**config.mk**
```make
export PLATFORM = sky130hd
export DESIGN_NAME = pc_attack_engine_flat
export DESIGN_NICKNAME = d
export VERILOG_FILES = /design/src/rtl/pc_attack_engine_if.sv /design/src/rtl/pc_attack_engine.sv /design/src/flat_wrapper.sv
export SDC_FILE = /design/constraint.sdc
export NUM_CORES = 1
export LEC_CHECK = 0
export ABC_AREA = 1
export CORE_MARGIN = 2
export CORE_UTILIZATION = 54
export DETAILED_ROUTE_END_ITERATION = 8
export PLACE_DENSITY = 0.81
export SLEW_MARGIN = 20
export SYNTH_ARGS = -nofsm -noshare
export SYNTH_HDL_FRONTEND = slang
export SYNTH_SLANG_ARGS = --single-unit
export TNS_END_PERCENT = 100
```
**constraint.sdc**
```tcl
create_clock -name clk -period 4.2 [get_ports clk]
set_input_delay 1.05 -clock clk [delete_from_list [all_inputs] [get_ports clk]]
set_output_delay 1.05 -clock clk [all_outputs]
set_load 0.01 [all_outputs]
```
**src/rtl/pc_attack_engine_if.sv**
```systemverilog
// Handshake and board/map bundle between the game controller side and the PC attack engine.
interface pc_attack_engine_if #(
  parameter int N = 5
);
  localparam int CELLS = N * N;
  localparam int IW    = $clog2(CELLS);
  localparam int CW    = $clog2(CELLS + 1);

  logic             new_game;
  logic             pc_turn;
  logic [CELLS-1:0] player_board;
  logic             pc_move;
  logic             shot_valid;
  logic             shot_hit;
  logic [IW-1:0]    shot_idx;
  logic [IW-1:0]    shot_row;
  logic [IW-1:0]    shot_col;
  logic [CELLS-1:0] shot_map;
  logic [CELLS-1:0] hit_map;
  logic [CW-1:0]    cells_left;
  logic             busy;

  modport master (
    output new_game, pc_turn, player_board,
    input  pc_move, shot_valid, shot_hit, shot_idx, shot_row, shot_col,
           shot_map, hit_map, cells_left, busy
  );

  modport slave (
    input  new_game, pc_turn, player_board,
    output pc_move, shot_valid, shot_hit, shot_idx, shot_row, shot_col,
           shot_map, hit_map, cells_left, busy
  );
endinterface

```
**src/rtl/pc_attack_engine.sv**
```systemverilog
// Computer-opponent shot generator: picks an unattacked player cell per PC turn via an LFSR
// plus linear probe, resolves hit/miss and maintains shot/hit maps and remaining ship cells.
module pc_attack_engine #(
  parameter int         N         = 5,
  parameter logic [7:0] LFSR_SEED = 8'hA5
) (
  input logic              clk,
  input logic              rst,
  pc_attack_engine_if.slave bus
);
  localparam int CELLS = N * N;
  localparam int IW    = $clog2(CELLS);
  localparam int CW    = $clog2(CELLS + 1);

  typedef enum logic [2:0] {IDLE, LOAD, SCAN, FIRE, DONE} state_e;

  state_e           state_q, state_d;
  logic [7:0]       lfsr_q, lfsr_d;
  logic             pc_turn_q, pc_turn_d;
  logic [IW-1:0]    cand_q, cand_d;
  logic [CELLS-1:0] shot_map_q, shot_map_d;
  logic [CELLS-1:0] hit_map_q, hit_map_d;
  logic [IW-1:0]    shot_idx_q, shot_idx_d;
  logic             shot_valid_q, shot_valid_d;
  logic             shot_hit_q, shot_hit_d;
  logic [CW-1:0]    cells_left_q, cells_left_d;
  logic [CW-1:0]    shot_count_q, shot_count_d;

  logic             start;
  logic [IW-1:0]    raw_cand;
  logic [IW-1:0]    cand_load;

  function automatic logic [IW-1:0] next_idx(input logic [IW-1:0] c);
    return (c == IW'(CELLS - 1)) ? '0 : c + 1'b1;
  endfunction

  assign start    = bus.pc_turn & ~pc_turn_q;
  assign raw_cand = lfsr_q[IW-1:0];
  assign cand_load = (int'(raw_cand) >= CELLS) ? raw_cand - IW'(CELLS) : raw_cand;

  always_comb begin
    state_d      = state_q;
    lfsr_d       = {1'b0, lfsr_q[7:1]} ^ (lfsr_q[0] ? 8'hB8 : 8'h00);
    pc_turn_d    = bus.pc_turn;
    cand_d       = cand_q;
    shot_map_d   = shot_map_q;
    hit_map_d    = hit_map_q;
    shot_idx_d   = shot_idx_q;
    shot_valid_d = shot_valid_q;
    shot_hit_d   = shot_hit_q;
    cells_left_d = cells_left_q;
    shot_count_d = shot_count_q;

    if (bus.new_game) begin
      state_d      = IDLE;
      shot_map_d   = '0;
      hit_map_d    = '0;
      shot_idx_d   = '0;
      shot_valid_d = 1'b0;
      shot_hit_d   = 1'b0;
      shot_count_d = '0;
      cells_left_d = CW'($countones(bus.player_board));
    end else begin
      unique case (state_q)
        IDLE: if (start) state_d = LOAD;
        // The first candidate is probed here, so a free landing cell goes straight to FIRE.
        LOAD: begin
          if (shot_count_q == CW'(CELLS)) begin
            shot_valid_d = 1'b0;
            state_d      = DONE;
          end else if (shot_map_q[cand_load]) begin
            cand_d  = next_idx(cand_load);
            state_d = SCAN;
          end else begin
            cand_d  = cand_load;
            state_d = FIRE;
          end
        end
        SCAN: begin
          if (shot_map_q[cand_q]) cand_d = next_idx(cand_q);
          else                    state_d = FIRE;
        end
        FIRE: begin
          shot_map_d[cand_q] = 1'b1;
          shot_idx_d         = cand_q;
          shot_valid_d       = 1'b1;
          shot_hit_d         = bus.player_board[cand_q];
          shot_count_d       = shot_count_q + 1'b1;
          if (bus.player_board[cand_q]) begin
            hit_map_d[cand_q] = 1'b1;
            if (cells_left_q != '0) cells_left_d = cells_left_q - 1'b1;
          end
          state_d = DONE;
        end
        DONE:    state_d = IDLE;
        default: state_d = IDLE;
      endcase
    end
  end

  always_ff @(posedge clk or negedge rst) begin
    if (!rst) begin
      state_q      <= IDLE;
      lfsr_q       <= LFSR_SEED;
      pc_turn_q    <= 1'b0;
      cand_q       <= '0;
      shot_map_q   <= '0;
      hit_map_q    <= '0;
      shot_idx_q   <= '0;
      shot_valid_q <= 1'b0;
      shot_hit_q   <= 1'b0;
      cells_left_q <= '0;
      shot_count_q <= '0;
    end else begin
      state_q      <= state_d;
      lfsr_q       <= lfsr_d;
      pc_turn_q    <= pc_turn_d;
      cand_q       <= cand_d;
      shot_map_q   <= shot_map_d;
      hit_map_q    <= hit_map_d;
      shot_idx_q   <= shot_idx_d;
      shot_valid_q <= shot_valid_d;
      shot_hit_q   <= shot_hit_d;
      cells_left_q <= cells_left_d;
      shot_count_q <= shot_count_d;
    end
  end

  assign bus.pc_move    = (state_q == DONE);
  assign bus.busy       = (state_q != IDLE);
  assign bus.shot_valid = shot_valid_q;
  assign bus.shot_hit   = shot_hit_q;
  assign bus.shot_idx   = shot_idx_q;
  assign bus.shot_row   = IW'(int'(shot_idx_q) / N);
  assign bus.shot_col   = IW'(int'(shot_idx_q) % N);
  assign bus.shot_map   = shot_map_q;
  assign bus.hit_map    = hit_map_q;
  assign bus.cells_left = cells_left_q;
endmodule
```
**src/flat_wrapper.sv**
```systemverilog
// flat-port wrapper written by rule: the top's interface ports become plain ports
module pc_attack_engine_flat 
#(
  parameter int         N         = 5,
  parameter logic [7:0] LFSR_SEED = 8'hA5
)
  (clk, rst, bus_new_game, bus_pc_turn, bus_player_board, bus_pc_move, bus_shot_valid, bus_shot_hit, bus_shot_idx, bus_shot_row, bus_shot_col, bus_shot_map, bus_hit_map, bus_cells_left, bus_busy);
  pc_attack_engine_if #(.N(N)) bus_i ();
  input logic clk;
  input logic rst;
  input wire logic [$bits(bus_i.new_game)-1:0] bus_new_game;
  input wire logic [$bits(bus_i.pc_turn)-1:0] bus_pc_turn;
  input wire logic [$bits(bus_i.player_board)-1:0] bus_player_board;
  output wire logic [$bits(bus_i.pc_move)-1:0] bus_pc_move;
  output wire logic [$bits(bus_i.shot_valid)-1:0] bus_shot_valid;
  output wire logic [$bits(bus_i.shot_hit)-1:0] bus_shot_hit;
  output wire logic [$bits(bus_i.shot_idx)-1:0] bus_shot_idx;
  output wire logic [$bits(bus_i.shot_row)-1:0] bus_shot_row;
  output wire logic [$bits(bus_i.shot_col)-1:0] bus_shot_col;
  output wire logic [$bits(bus_i.shot_map)-1:0] bus_shot_map;
  output wire logic [$bits(bus_i.hit_map)-1:0] bus_hit_map;
  output wire logic [$bits(bus_i.cells_left)-1:0] bus_cells_left;
  output wire logic [$bits(bus_i.busy)-1:0] bus_busy;
  assign bus_i.new_game = bus_new_game;
  assign bus_i.pc_turn = bus_pc_turn;
  assign bus_i.player_board = bus_player_board;
  assign bus_pc_move = bus_i.pc_move;
  assign bus_shot_valid = bus_i.shot_valid;
  assign bus_shot_hit = bus_i.shot_hit;
  assign bus_shot_idx = bus_i.shot_idx;
  assign bus_shot_row = bus_i.shot_row;
  assign bus_shot_col = bus_i.shot_col;
  assign bus_shot_map = bus_i.shot_map;
  assign bus_hit_map = bus_i.hit_map;
  assign bus_cells_left = bus_i.cells_left;
  assign bus_busy = bus_i.busy;
  pc_attack_engine #(.N(N), .LFSR_SEED(LFSR_SEED)) u_core (.clk(clk), .rst(rst), .bus(bus_i));
endmodule
```
### After elaboration in Yosys (flattened, before gate mapping)

Cells that the tools add are included.

| storage, ports and cells | value |
|---|---|
| bits in registers | 84 |
| input bits | 29 |
| logic and storage cells | 118 |

| cells by class | value |
|---|---|
| mux-type cells | 40 |
| bitwise operators | 6 |
| reduce and logical (&&, ||, !) cells | 14 |
| add/sub/neg operators | 29 |
| div/mod/pow operators | 2 |
| $lt $le $gt $ge | 4 |
| eq/ne operators | 12 |

Operator list:

| cell | number |
|---|---|
| $mux 25 | 5 |
| $mux 5 | 14 |
| $add 5x5->5 | 11 |
| $or 25x25->25 | 2 |
| $div 6x4->32 const B | 1 |
| $mod 6x4->32 const B | 1 |
| $add 1x1->2 | 12 |
| $add 5x1->5 const B | 3 |
| $bmux 1 s5 | 3 |
| $eq 5x5->1 const B | 3 |
| $lt 5x6->1 const B | 2 |
| $mux 3 | 4 |
| $pmux 3 s4 | 1 |
| $pmux 5 s2 | 1 |
| $mux 1 | 9 |
| $mux 8 | 1 |
| $reduce_bool 2->1 | 4 |
| $xor 7x8->8 | 1 |
| $eq 3x2->1 const B | 2 |
| $ne 3x2->1 const B | 2 |
| $reduce_and 2->1 | 3 |
| $reduce_bool 3->1 | 2 |
| $add 5x1->5 | 1 |
| $demux 1 s5 | 1 |
| 17 further kinds | 18 |

### Logic depth before layout (Yosys ltp)

Gate-level depths: netlist of the first run.

| depth | value |
|---|---|
| depth in word-level cells | 8 |
| depth in mapped cells | 21 |

### Least setup slack after synthesis of the first run

No wires, ideal clock.

| timing | value |
|---|---|
| kind | input to register |
| start point | input bus_player_board[22] |
| end point | register u_core.cells_left_q[3] (netlist: u_core.bus.cells_left[3]) |
| path slack | -0.774 ns |
| arrival time | 4.848 ns |
| path buffers | 0 |
| required time | 4.074 ns |
| stages on the path | 17 |
| cells stage by stage | ha_1 > fa_1 > inv_1 > fa_1 > fa_1 > inv_1 > fa_1 > inv_1 > fa_1 > inv_1 > ha_1 > inv_1 > fa_1 > a21oi_1 > o21ai_0 > nand3_1 > o21ai_0 |

| on the way | value |
|---|---|
| longest elaborated chain between the ends | 6 |
| elaborated cells on any way between the ends | 10 |

Ends and longest elaborated chain:

| what | RTL line | source |
|---|---|---|
| start, declared | flat_wrapper.sv:13 | `input wire logic [$bits(bus_i.player_board)-1:0] bus_player_board;` |
| $add 1x1->2 (not written as such) | pc_attack_engine.sv:62 | `cells_left_d = CW'($countones(bus.player_board));` |
| $add 5x5->5 (not written as such) (2 in a row) | pc_attack_engine.sv:62 |  |
| $add 5x1->5 (not written as such) | pc_attack_engine.sv:62 |  |
| $add 5x5->5 (not written as such) | pc_attack_engine.sv:62 |  |
| $mux 5 | pc_attack_engine.sv:54 | `if (bus.new_game) begin` |
| end signal, assigned | pc_attack_engine.sv:124 | `cells_left_q <= cells_left_d;` |
| end, declared | pc_attack_engine.sv:26 | `logic [CW-1:0] cells_left_q, cells_left_d;` |

Parallel ways exist; a longest one is shown, timed or not. The select of a mux whose other input is x is not followed.
A chain may end at the register's enable or synchronous reset.

### Final worst setup path of the first run

| timing | value |
|---|---|
| start point | input bus_player_board[23] |
| end point | register u_core.cells_left_q[2] (netlist: u_core.bus.cells_left[2]) |

Same word-level chain as after synthesis.

==> results of run 1 <==
-- what timing repair did --
| item | in CTS | in global routing |
|---|---|---|
| endpoints found under the setup margin | 11 | 11 |
| pin swaps | 33 | 16 |
| setup buffers | 4 | 4 |
| gates resized for setup | 140 | 35 |
| cloned | 0 | 0 |
-- logic make-up after synthesis --
family	synth area share, %
other	0.0636
xor gates and xnor gates	2.21
adders and majority gates	14.4
DFF	35.7
and+or+nand+nor	21.7
buffers and inverters	9.71
AOI/OAI and AO/OA	16.2
-- stage by stage --
stage	hold slack (ns)	instances	utilization, %	setup TNS [ns]	worst slack (ns)
after floorplan	0.363	734	-	-1.67	-0.564
after global placement	0.385	962	66.8	-4.79	-1.16
after detailed placement	0.381	962	66.8	-5.69	-1.25
after CTS	0.398	982	69.3	-1.29	-0.453
after global routing	0.407	985	70.3	-2.17	-0.568
final	0.397	985	70.3	-1.22	-0.430
-- power by group through the flow --
stage               logic, mW  clock network (mW)  registers [mW]
floorplan                1.28                   0           0.960
global placement         1.77                   0           0.971
global route             2.19               0.593           0.975
finish                   1.94               0.545           0.967
CTS                      1.89               0.554           0.961
detailed placement       1.85                   0           0.976
-- path summary, 6_finish.rpt --
check,start,to,slack (ns),depth (start not counted)
worst max-delay path,bus_player_board[23],u_core.bus.cells_left[2],-0.43,17
worst min-delay path,u_core.lfsr_q[7],u_core.lfsr_q[6],0.40,0
worst max register to register,u_core.cand_q[2],u_core.cand_q[3],1.52,13
worst min register to register,u_core.lfsr_q[7],u_core.lfsr_q[6],0.40,0
max in group asynchronous,rst,u_core.bus.shot_map[11],2.93,1
min in group asynchronous,rst,u_core.bus.hit_map[1],0.72,1
-- cells in the final DEF, fill, tap and decap left out, drive strengths merged --
cell	instances
o21ai	56
nor2	62
xor2	11
buf	47
nand3	60
inv	116
clkinvlp	1
clkbuf	13
dfstp	4
nor2b	1
nand3b	1
and2	1
and3	1
fa	20
a31oi	9
o31ai	24
nand4	10
o211ai	6
clkdlybuf4s50	69
a22oi	1
xnor2	3
clkinv	4
a21oi	54
clkdlybuf4s15	1
dfrtp	80
nand2	126
o21a	1
or2	2
dlygate4sd2	2
o22ai	9
ha	36
a211oi	1
conb	2
nor3	11
-- worst max-delay path, delay by kind of cell --
kind / cells / cell delay, ns
adders and majority gates: 8 / 3.28
buffers and inverters: 6 / 0.36
AOI/OAI and AO/OA: 2 / 0.12
and+or+nand+nor: 1 / 0.08
-- layer usage --
metal | part of all wire (%) | vias to the layer above | routed length (um)
met1 | 39 | 2732 | 6600
met4 | 2.7 | 0 | 454
met5 | 0 | - | 0
li1 | - | 2622 | -
met2 | 51 | 279 | 8600
met3 | 6.9 | 48 | 1150
-- cell type report --
cell class / instances / area, um^2
Fill cell: 857 / 3190
Timing Repair Buffer: 122 / 1090
Clock buffer: 10 / 138
Clock inverter: 6 / 47.5
Sequential cell: 84 / 2110
Inverter: 115 / 447
Tap cell: 140 / 175
Multi-Input combinational cell: 508 / 3550
-- state kept, by name, summed over array words and instances (netlist names) --
register	count
u_core.lfsr_q	8
u_core.bus.shot_idx	5
u_core.bus.cells_left	5
u_core.bus.shot_hit	1
u_core.cand_q	5
u_core.bus.shot_map	25
u_core.pc_turn_q	1
u_core.bus.hit_map	25
u_core.bus.shot_valid	1
u_core.state_q	3
u_core.shot_count_q	5
==> results.json, run 1 <==
{
  "clkTransAtPathRegs_ns": 0.10,
  "dp_hpwl_um": 11900,
  "vias_per_cell": 5.77,
  "synthArstFlopShare_pct": 100,
  "tightest_slew_ns": 0.781,
  "antenna_left": 0,
  "drc": 0,
  "min_path_type": "flip-flop to flip-flop",
  "ios": 103,
  "die_h_um": 109,
  "total_power_mw": 3.46,
  "switching_power_mw": 1.58,
  "port_buffers": 100,
  "p_sw_share_pct": 45.8,
  "fmax_mhz": 216,
  "pwr_density_cell_mw_per_mm2": 458,
  "n_antenna_cell": 0,
  "postCtsHoldBufs": 0,
  "synthTopCellsByCount": "nand2_1 (114), inv_1 (106), dfrtp_1 (80), nand3_1 (57), nor2_1 (56)",
  "syn_to_final_growth_pct": 28.0,
  "die_area_mm2": 0.0118,
  "peakVddDrop_mv": 0.357,
  "grt_max_degree": 85,
  "cts_buffers": 9,
  "core_mm2": 0.0107,
  "grt_pass1_vias": 5643,
  "final_area_mm2": 0.00755,
  "grt_util_met1_pct": 37.2,
  "rsz0062_at_grt": "true",
  "grt_pass1_wl_um": 27100,
  "row_count": 38,
  "final_nets": 925,
  "crit_arrival_ns": 4.88,
  "worst_clock_skew_ns": 0.0141,
  "synth_area_mm2": 0.00590,
  "p_comb_share_pct": 56.3,
  "max_stage_delay_ns": 0.56,
  "fin_crit_sh_pct": 110,
  "path_class": "input pin to flip-flop",
  "cts_max_level": 3,
  "finalWeightedCongestion": 0.892,
  "use_met3_pct": 5.12,
  "drive_gt1_share_pct": 18.8,
  "yosys_warnings": 0,
  "p_seq_share_pct": 28.0,
  "crit_fanout": 2,
  "clockBufferDepth": 2,
  "clock_power_share_pct": 15.8,
  "synthTopCellsByArea": "dfrtp_1 (34%), ha_1 (7.6%), nand2_1 (7.3%)",
  "end_kind": "flip-flop",
  "p_int_mw": 1.87,
  "wl_per_cell_um": 17.1,
  "hold_viol": 0,
  "setup_viol": 4,
  "ys.flop_type": "dfrtp_1",
  "leakagePower_nw": 3.39,
  "outcome": "finished with violations",
  "antenna_found_initial": 0,
  "clkSinkCount": 84,
  "maxCapViolations": 0,
  "yosysTopAreaCell": "dfrtp_1",
  "cts-root-buf": "clkbuf_8",
  "synth_cells": 733,
  "synth_most_common_cell": "nand2_1",
  "avgSynthCellArea_um2": 8.05,
  "grt_usage_pct": 29.2,
  "ys_ff_latch": 84,
  "synth_edf_count": 0,
  "floorplan.initialDensity_pct": 54.9,
  "critPathLaunchType": "input pin",
  "crit_top_cell": "inv_2",
  "grt.overflow.total": 0,
  "use_met2_pct": 49.6,
  "fp.dieW_um": 109,
  "slew_violations": 0,
  "synth_seq_area_share_pct": 35.7,
  "cts_tree": "yes",
  "drt_first_pass_iters": 6,
  "cp_slowest_cell": "fa_2",
  "place_area_mm2": 0.00718,
  "routed_wl_um": 16800,
  "cp.required_ns": 4.45,
  "worst_slack_ns": -0.430,
  "violations": "negative setup slack",
  "ys_types": 48,
  "insertion_delay_ns": 0.36,
  "vias": 5681,
  "gr-max-usage-layer": "met2",
  "dr.first_iter.drc_count": 543,
  "period_minus_slack_ns": 4.63,
  "crit_chain": "buf_4 > ha_4 > fa_1 > inv_2 > fa_1 > fa_1 > inv_2 > fa_2 > inv_2 > fa_2 > inv_2 > ha_4 > inv_4 > fa_2 > o21ai_1 > nand2_1 > o21ai_1",
  "yosysTopAreaCellShare_pct": 33.9,
  "slew_headroom_pct": 47.9
}
(Power assumes the default switching activity.)
==> inputs of run 2 (changes only) <==
--- a/config.mk
+++ b/config.mk
@@ -7,9 +7,10 @@
 export LEC_CHECK = 0
 export ABC_AREA = 1
 export CORE_MARGIN = 2
-export CORE_UTILIZATION = 54
+export CORE_UTILIZATION = 40
+export CTS_CLUSTER_SIZE = 10
 export DETAILED_ROUTE_END_ITERATION = 8
-export PLACE_DENSITY = 0.81
+export PLACE_DENSITY = 0.66
 export SLEW_MARGIN = 20
 export SYNTH_ARGS = -nofsm -noshare
 export SYNTH_HDL_FRONTEND = slang
==> constraint.sdc (replaced) <==
create_clock -name clk -period 3.75 [get_ports clk]
set_input_delay 0.9375 -clock clk [delete_from_list [all_inputs] [get_ports clk]]
set_output_delay 0.9375 -clock clk [all_outputs]
set_load 0.01 [all_outputs]
==> results.json, run 2 (same netlist as run 1, synthesis figures left out) <==
{
  "vias": 5604,
  "finalWeightedCongestion": 0.905,
  "final_nets": 957,
  "hold_slack_ns": 0.396,
  "antenna_found_initial": 0,
  "slew_headroom_pct": 40.6,
  "maxCapViolations": 0,
  "critPathLaunchType": "input pin",
  "violations": "negative setup slack",
  "row_count": 44,
  "rsz0062_at_grt": "true",
  "max_stage_delay_ns": 0.59,
  "cp_slowest_cell": "fa_2",
  "pwr_density_cell_mw_per_mm2": 546,
  "final.fill_count": 1320,
  "clockBufferDepth": 2,
  "port_buffers": 100,
  "drc": 0,
  "path_class": "input pin to flip-flop",
  "ios": 103,
  "outcome": "finished with violations",
  "drt_first_pass_iters": 5,
  "layout_commonest_cell": "nand2_1",
  "crit_chain": "buf_8 > ha_4 > fa_2 > inv_2 > fa_1 > fa_2 > inv_2 > fa_2 > inv_2 > fa_2 > inv_2 > ha_4 > inv_4 > fa_2 > o21ai_1 > nand2_1 > o21ai_1",
  "fin_setup_tns_ns": -4.14,
  "die_area_mm2": 0.0157,
  "worst_clock_skew_ns": 0.0135,
  "vias_per_cell": 5.28,
  "hold_viol": 0,
  "fp.dieW_um": 125,
  "cts_max_level": 3,
  "period_minus_slack_ns": 4.58,
  "wl_per_cell_um": 16.1,
  "grt.overflow.total": 0,
  "timing.rr.end": "u_core.cand_q[2]",
  "tightest_slew_ns": 0.889,
  "routed_wl_um": 17100,
  "grt_max_degree": 65,
  "worst_slack_ns": -0.830,
  "insertion_delay_ns": 0.35,
  "floorplan.initialDensity_pct": 40.8,
  "cts_tree": "yes",
  "die_h_um": 125,
  "grt_usage_pct": 22.0,
  "grt_pass1_wl_um": 28000,
  "cp.required_ns": 3.98,
  "syn_to_final_growth_pct": 37.3,
  "min_path_type": "flip-flop to flip-flop",
  "cts_buffers": 9,
  "dr.first_iter.drc_count": 466,
  "end_kind": "flip-flop",
  "layout_common_cells": "nand2_1 (106), inv_1 (93), dfrtp_1 (79)",
  "slew_violations": 0,
  "n_antenna_cell": 0,
  "dp_slack_ns": -1.55,
  "crit_fanout": 2,
  "crit_arrival_ns": 4.81,
  "regArea_mm2": 0.00211,
  "clkTransAtPathRegs_ns": 0.06,
  "dp_hpwl_um": 12000,
  "grt_pass1_vias": 5433,
  "crit_top_cell": "fa_2",
  "hold_end": "u_core.lfsr_q[6]",
  "cts-root-buf": "clkbuf_16",
  "worstHoldStart": "u_core.lfsr_q[7]",
  "fmax_mhz": 218,
  "fin_crit_sh_pct": 122,
  "drive_gt1_share_pct": 24.1,
  "multi_input_area_mm2": 0.00366,
  "postCtsHoldBufs": 0,
  "clkSinkCount": 84,
  "r2r_slack_ns": 0.87,
  "core_mm2": 0.0145,
  "leakagePower_nw": 3.63,
  "setup_viol": 11,
  "final_util_pct": 56.0,
  "peakVddDrop_mv": 0.348,
  "antenna_left": 0,
  "worst-r2r-cell-count": 9,
  "reg2reg_from": "u_core.cand_q[0]",
  "holdPathStages": 0
}
run 2: cell count changes in the layout (fill, tap and decap cells not counted), sizes merged:
cell           previous run  this run
buf                      47        81
clkdlybuf4s15             1         0
bufinv                    0         2
dlygate4sd2               2         0
clkinv                    4         2
inv                     116       117
run 2: worst max-delay path, delay by kind of cell:
kind | cells | cell delay (ns)
buffers and inverters | 6 | 0.33
and+or+nand+nor | 1 | 0.08
adders and majority gates | 8 | 3.35
AOI/OAI and AO/OA | 2 | 0.12
run 2: worst max path at each step:
| stage | start | endpoint | cells past startpoint |
|---|---|---|---|
| global route | bus_player_board[10] | u_core.bus.cells_left[3] | 18 |
| CTS | bus_player_board[11] | u_core.bus.cells_left[2] | 17 |
| finish | bus_player_board[10] | u_core.bus.cells_left[2] | 17 |
| floorplan | bus_player_board[6] | u_core.bus.cells_left[2] | 16 |
| detailed placement | bus_player_board[6] | u_core.bus.cells_left[2] | 15 |
| global placement | bus_player_board[6] | u_core.bus.cells_left[2] | 17 |
run 2: layout make-up:
| cell class | instances | share of cell area [%] |
|---|---|---|
| Inverter | 115 | 5.51 |
| Tap cell | 184 | 2.84 |
| Multi-Input combinational cell | 508 | 45.1 |
| Clock inverter | 7 | 1.22 |
| Clock buffer | 9 | 2.78 |
| Sequential cell | 84 | 26.0 |
| Timing Repair Buffer | 154 | 16.5 |
run 2: power breakdown:
| part | internal [mW] | leakage (nW) | switching, mW |
|---|---|---|---|
| clock | 0.588 | 0.156 | 0.389 |
| sequential | 0.980 | 1.13 | 0.101 |
| combinational | 0.961 | 2.34 | 1.40 |
run 2: per-stage QoR:
step | total power, mW | instances | cell area [um^2]
after floorplan | 2.51 | 734 | 6020
after global placement | 3.17 | 1025 | 7380
after detailed placement | 3.24 | 1025 | 7380
after CTS | 4.34 | 1057 | 7930
after global routing | 4.74 | 1061 | 8100
final | 4.42 | 1061 | 8100
run 2: what timing repair did:
action / 4_1_cts / 5_1_grt
resized for setup: 156 / 55
endpoints found under the setup margin: 11 / 11
buffers inserted: 16 / 5
pin swaps: 33 / 43
endpoints found under the hold margin: 0 / 0
run 2: per-layer routing:
layer / part of all wire (%) / track usage [%] / vias to the layer above
li1: - / - / 2694
met4: 1.7 / 7.52 / 0
met5: 0 / 0 / -
met3: 5.8 / 3.51 / 25
met1: 45 / 30.6 / 2692
met2: 48 / 34.9 / 193
